--- src/rtl/mux_nto1_scan.sv ---
`timescale 1ns/1ps
`default_nettype none
// +----------------------------------------------------------------------------+
// | Module   : mux_nto1_scan                                                   |
// | Purpose  : Registered N:1 channel multiplexer with a manual-select mode    |
// |            and an automatic round-robin scan mode, presenting the chosen   |
// |            channel on a valid/ready output together with its index.        |
// | Ports    : clk, rst_n (async assert, active low)                           |
// |            in_data  - NUM_CH packed channels, channel k at [k*WIDTH+:WIDTH]|
// |            mode     - 0 manual select, 1 round-robin scan                  |
// |            sel      - manual channel select                                |
// |            ch_en    - scan enable mask, bit k enables channel k            |
// |            dwell    - cycles per scan slot (0 behaves as 1)                |
// |            out_data/out_ch/out_valid/out_ready - registered output stream  |
// | Revision : 1.0 - initial release                                           |
// +----------------------------------------------------------------------------+
module mux_nto1_scan #(
  parameter int NUM_CH  = 16,
  parameter int WIDTH   = 8,
  parameter int SEL_W   = $clog2(NUM_CH),
  parameter int DWELL_W = 8
) (
  input  logic                      clk,
  input  logic                      rst_n,
  input  logic [NUM_CH*WIDTH-1:0]   in_data,
  input  logic                      mode,
  input  logic [SEL_W-1:0]          sel,
  input  logic [NUM_CH-1:0]         ch_en,
  input  logic [DWELL_W-1:0]        dwell,
  output logic [WIDTH-1:0]          out_data,
  output logic [SEL_W-1:0]          out_ch,
  output logic                      out_valid,
  input  logic                      out_ready
);

  typedef enum logic [1:0] {
    ST_MANUAL = 2'd0,
    ST_SEEK   = 2'd1,
    ST_DWELL  = 2'd2,
    ST_WAIT   = 2'd3
  } state_t;

  state_t               state, state_nxt;
  logic [SEL_W-1:0]     ptr, ptr_nxt;
  logic [DWELL_W-1:0]   cnt, cnt_nxt;

  logic                 free;
  logic                 cap;
  logic [SEL_W-1:0]     cap_idx;
  logic                 sel_ok;
  logic                 any_en;
  logic [DWELL_W-1:0]   dwell_last;
  logic [SEL_W-1:0]     first_idx;
  logic [SEL_W-1:0]     next_idx;

  logic [WIDTH-1:0]     ch_arr [NUM_CH];

  // Unpack the flat input bus so the capture mux indexes by channel number.
  for (genvar g = 0; g < NUM_CH; g++) begin : g_unpack
    assign ch_arr[g] = in_data[g*WIDTH +: WIDTH];
  end

  // The output register can take a new item when empty or being drained.
  assign free   = !out_valid || out_ready;
  assign any_en = |ch_en;

  // Select values beyond the last channel (non power-of-two NUM_CH) never capture.
  assign sel_ok = {1'b0, sel} < (SEL_W+1)'(NUM_CH);

  // Terminal count of a slot: D-1 with a dwell of 0 behaving as 1.
  assign dwell_last = (dwell == '0) ? '0 : (dwell - DWELL_W'(1));

  // Lowest enabled channel, used when a scan (re)starts.
  always_comb begin : p_first
    first_idx = '0;
    for (int k = NUM_CH - 1; k >= 0; k--) begin
      if (ch_en[SEL_W'(k)]) first_idx = SEL_W'(k);
    end
  end

  // Next enabled channel searching circularly from ptr+1. The final
  // iteration wraps back to ptr itself, so a lone enabled channel keeps ptr.
  always_comb begin : p_next
    int  j;
    logic found;
    next_idx = ptr;
    found    = 1'b0;
    j        = 0;
    for (int i = 1; i <= NUM_CH; i++) begin
      j = int'(ptr) + i;
      if (j >= NUM_CH) j = j - NUM_CH;
      if (!found && ch_en[SEL_W'(j)]) begin
        next_idx = SEL_W'(j);
        found    = 1'b1;
      end
    end
  end

  always_comb begin : p_fsm
    state_nxt = state;
    ptr_nxt   = ptr;
    cnt_nxt   = cnt;
    cap       = 1'b0;
    cap_idx   = ptr;
    case (state)
      ST_MANUAL: begin
        if (mode) begin
          state_nxt = ST_SEEK;
        end else if (free && sel_ok) begin
          cap     = 1'b1;
          cap_idx = sel;
        end
      end
      ST_SEEK: begin
        if (!mode) begin
          state_nxt = ST_MANUAL;
        end else if (any_en) begin
          ptr_nxt   = first_idx;
          cnt_nxt   = '0;
          state_nxt = ST_DWELL;
        end
      end
      ST_DWELL: begin
        if (!mode) begin
          state_nxt = ST_MANUAL;
        end else if (cnt < dwell_last) begin
          // '<' rather than '!=' so a dwell shortened below the running
          // count ends the slot at once instead of wrapping the counter.
          cnt_nxt = cnt + DWELL_W'(1);
        end else if (free) begin
          // A slot whose channel was disabled mid-dwell is skipped silently.
          cap     = ch_en[ptr];
          cnt_nxt = '0;
          if (any_en) ptr_nxt = next_idx;
          else        state_nxt = ST_SEEK;
        end else begin
          state_nxt = ST_WAIT;
        end
      end
      ST_WAIT: begin
        if (!mode) begin
          state_nxt = ST_MANUAL;
        end else if (free) begin
          cap     = ch_en[ptr];
          cnt_nxt = '0;
          if (any_en) begin
            ptr_nxt   = next_idx;
            state_nxt = ST_DWELL;
          end else begin
            state_nxt = ST_SEEK;
          end
        end
      end
      default: state_nxt = ST_MANUAL;
    endcase
  end

  always_ff @(posedge clk or negedge rst_n) begin : p_regs
    if (!rst_n) begin
      state     <= ST_MANUAL;
      ptr       <= '0;
      cnt       <= '0;
      out_data  <= '0;
      out_ch    <= '0;
      out_valid <= 1'b0;
    end else begin
      state <= state_nxt;
      ptr   <= ptr_nxt;
      cnt   <= cnt_nxt;
      // A held item (valid and not ready) is never overwritten.
      if (free) begin
        out_valid <= cap;
        if (cap) begin
          out_data <= ch_arr[cap_idx];
          out_ch   <= cap_idx;
        end
      end
    end
  end

endmodule
`default_nettype wire

--- config.mk ---
export PLATFORM = sky130hd
export DESIGN_NAME = mux_nto1_scan
export DESIGN_NICKNAME = d
export VERILOG_FILES = /design/src/rtl/mux_nto1_scan.sv
export SDC_FILE = /design/constraint.sdc
export NUM_CORES = 1
export LEC_CHECK = 0
export BUFFER_PORTS_ARGS = -buffer_cell sky130_fd_sc_hd__clkbuf_2
export CORE_ASPECT_RATIO = 2
export CORE_UTILIZATION = 48
export DETAILED_ROUTE_END_ITERATION = 10
export PLACE_DENSITY = 0.8
export SYNTH_ARGS = -nofsm -noshare
export SYNTH_HDL_FRONTEND = slang
export SYNTH_SLANG_ARGS = --single-unit
--- constraint.sdc ---
create_clock -name clk -period 5 [get_ports clk]
set_clock_uncertainty 0.1 [all_clocks]
set_input_delay 0.75 -clock clk [delete_from_list [all_inputs] [get_ports clk]]
set_output_delay 0.75 -clock clk [all_outputs]
set_load 0.005 [all_outputs]
==> impl_metrics.py <==
metrics = {
    "detailed_routing": {
        "routed-via-count": 5791,
        "drtAntennaViolNets": 0,
        "wl_per_cell_um": 23.21,
        "top_layer": "met4",
        "wl_met3_mm": 1.612,
        "dr.pass1.iters": 5,
        "dr.first_iter.drc_count": 621,
        "met1_length_mm": 5.880,
        "wirelength_mm": 19.63,
        "met2WireLength_mm": 10.48,
        "drc": 0,
        "viasPerCell": 6.845,
    },
    "floorplan": {
        "ios": 173,
        "fp.dieH_um": 147.4,
        "core_area_mm2": 0.01021,
        "floorplan.initialDensity": 0.4966,
        "die_x_um": 74.69,
        "rows": 52,
        "dieArea_mm2": 0.01101,
    },
    "setup_path": {
        "slowest_delay_ps": 690,
        "critPathBufInv": 3,
        "rr_endpoint": "ptr[0]",
        "cp-end-kind": "flip-flop",
        "path_class": "flip-flop to flip-flop",
        "r2r_cells": 12,
        "crit_chain": "inv_1, ha_1, buf_4, mux4_2, mux2i_1, mux2_2, nand4_1, buf_4, nor4_1, a211o_1, o21ai_0, mux2_4",
        "r2r_setup_slack_ps": 410,
        "r2r_start": "ptr[0]",
        "worstPathMaxFanout": 12,
        "path_common_cell": "buf_4",
        "cp-start-kind": "flip-flop",
        "cp_slowest_cell": "dfrtp_1",
        "worstPathArrival_ps": 4640,
        "worstPathRequired_ps": 5060,
        "worst_path_dominant_cell_family": "multiplexers",
    },
    "sta": {
        "relSlewSlack": 0.1820,
        "timing.fmax_mhz": 218.1,
        "fin_crit_ps": 4586,
        "hold_violations": 0,
        "min_period_over_period": 0.9172,
        "setup_viol": 0,
        "worst_pin_slew_ps": 1193,
        "drv_slew": 0,
        "setup-tns-final_ps": 0,
        "rsz0062_at_grt": "false",
    },
    "grt": {
        "grt_pass1_wl_mm": 30.34,
        "grt_max_degree": 28,
        "grt_pass1_vias": 5935,
        "overflow": 0,
        "antenna_found_initial": 0,
        "grt_usage": 0.3727,
    },
    "layout": {
        "drive_gt1_frac": 0.4037,
        "multi_input_area_mm2": 0.004237,
        "nFillCells": 873,
        "regArea_um2": 675.6,
        "num-nets-final": 889,
        "diodes": 0,
        "instances_no_fill": 846,
        "synthToLayoutAreaGrowth_pct": 23.56,
    },
    "clock_tree": {
        "holdBufCountCts": 0,
        "cts_made_buffers": 3,
        "clock_latency_ps": 270,
        "postCtsSetupRepairBufs": 0,
        "cts_buffer_depth": 2,
        "clock-root-buffer": "clkbuf_16",
        "cts.sinks": 27,
        "cts_tree": "built",
        "clkTransAtPathRegs_ps": 70,
        "htree_levels": 1,
        "cts.repair.resized": 0,
    },
    "placed_design": {
        "port_buffers": 172,
        "routabilityCongestion": 1.049,
        "dp_hpwl_mm": 15.67,
        "dpl.cell_count": 842,
    },
    "pwr": {
        "p_clk_frac": 0.042,
        "p_leak_nw": 2.841,
        "p_switching_mw": 2.464,
        "power.density_mw_per_mm2": 712.8,
        "switching_share": 0.5517,
        "seq_power_share": 0.092,
        "power.internal_mw": 2.003,
        "vdd_ir_drop_max_uv": 453.3,
        "p_comb_frac": 0.865,
    },
    "logic_synthesis": {
        "async_flop_share": 1.000,
        "avgSynthCellArea_um2": 9.411,
        "yosys.area.top_type_share": 0.2353,
        "yosysMostFrequentCell": "nand2_1",
        "ys_seq_elements": 27,
        "synth_nets": 716,
        "yosysSeqAreaShare": 0.1332,
        "yosysTopAreaCell": "mux4_2",
        "synth_cell_types": 81,
        "yosysWarnings": 0,
        "synth-edff-count": 0,
        "synthesis.area_mm2": 0.005072,
        "ys.flop_type": "dfrtp_1",
        "synth.top_cells.by_area": "mux4_2, dfrtp_1, mux2i_1, nand2_1, o21ai_0",
        "syn_inst": 539,
        "synth_common_cells": "nand2_1, mux4_2, o21ai_0, mux2i_1, dfrtp_1",
    },
    "job": {
        "drv_cap": 0,
    },
    "hold_path": {
        "whs_path_depth": 1,
        "worstHoldStart": "out_data[6]",
        "hold_path.class": "flip-flop to flip-flop",
        "holdPathEnd": "out_data[6]",
    },
    "outcome": {
        "outcome": "complete, no violations",
    },
}
## state kept, by name, indices dropped and copies added, names as in the netlist
name,cells
out_valid,1
state,2
out_ch,4
out_data,8
cnt,8
ptr,4
## worst max path at each step
stage / startpoint / to / slack (ps) / cells past startpoint
final: ptr[0] / ptr[0] / 410 / 12
after global routing: ptr[0] / ptr[2] / 320 / 13
after CTS: ptr[0] / ptr[1] / 790 / 10
after detailed placement: dwell[0] / ptr[3] / 750 / 15
after global placement: dwell[0] / ptr[3] / 830 / 15
after floorplan: ptr[1] / ptr[0] / 320 / 14
## cells in the final DEF (no fill, tap or decap), types with 5 or more instances in the layout
| master | synthesis | final |
|---|---|---|
| mux2i_1 | 32 | 29 |
| inv_1 | 11 | 11 |
| nor2_1 | 25 | 25 |
| a21o_1 | 5 | 5 |
| mux2_2 | 15 | 15 |
| nor4_1 | 11 | 11 |
| nor2b_1 | 12 | 12 |
| o21ai_0 | 46 | 46 |
| ha_1 | 17 | 17 |
| xor2_1 | 7 | 7 |
| a21oi_1 | 19 | 19 |
| o31ai_1 | 6 | 6 |
| dfrtp_1 | 27 | 27 |
| a22o_1 | 8 | 8 |
| nor3_1 | 11 | 11 |
| nand2_1 | 68 | 68 |
| a211oi_1 | 7 | 7 |
| nor3b_1 | 5 | 5 |
| mux4_2 | 53 | 53 |
| nand3_1 | 11 | 11 |
| buf_4 | 0 | 23 |
| clkbuf_2 | 0 | 172 |
| nand2b_1 | 10 | 10 |
| o21a_1 | 5 | 5 |
| mux4_1 | 6 | 6 |
| and2_1 | 5 | 5 |
## area by class of cell
type,instances,share of cell area
inverters,14,0.008385
well taps,135,0.02695
clock buffers,3,0.01198
flip-flops and latches,27,0.1078
multi-input cells,470,0.6760
clock inverters,1,0.0007986
repair buffers,196,0.1681
## worst reg2reg max path, delay by kind of cell (launching register included)
family                   cells  cell delay, ps
multiplexers                 4            1560
flip-flops                   1             690
buffers and inverters        3             680
AND/OR/NAND/NOR              2             670
AO/OA/AOI/OAI                2             430
adder cells (fa/ha/maj)      1             350
## power groups by stage
stage | clock network (mW) | registers, mW | logic [mW]
after floorplan | 0 | 0.367 | 2.61
after global placement | 0 | 0.405 | 3.63
after detailed placement | 0 | 0.410 | 3.68
after global routing | 0.199 | 0.422 | 4.08
after CTS | 0.189 | 0.408 | 3.70
final | 0.189 | 0.413 | 3.87
## routing by layer
layer | vias to the layer above | track usage
met3 | 117 | 0.06748
met5 | - | 0
li1 | 2507 | -
met2 | 434 | 0.6721
met1 | 2733 | 0.3610
met4 | 0 | 0.2623
## metrics by stage
stage / power, mW / util / setup WS [ps] / area [um^2] / hold WS, ps
after detailed placement: 4.093 / 0.6057 / 749.9 / 6187 / 375.3
after global routing: 4.699 / 0.6135 / 319.4 / 6267 / 410.0
after floorplan: 2.980 / - / 318.1 / 5072 / 354.4
after CTS: 4.296 / 0.6135 / 794.1 / 6267 / 392.7
final: 4.467 / 0.6135 / 414.1 / 6267 / 391.5
after global placement: 4.036 / 0.6057 / 834.8 / 6187 / 363.5
## cells by family (layout without fill, tap and decap cells)
group,count (synthesis),count (layout),share of synthesized area
xor gates and xnor gates,13,13,0.02541
DFF,27,27,0.1332
muxes,110,110,0.3735
adders and majority gates,17,17,0.04193
buffers and inverters,42,214,0.03724
AOI/OAI and AO/OA,146,146,0.1973
and+or+nand+nor,184,184,0.1914
No activity file was read; power rests on OpenSTA's default activity.
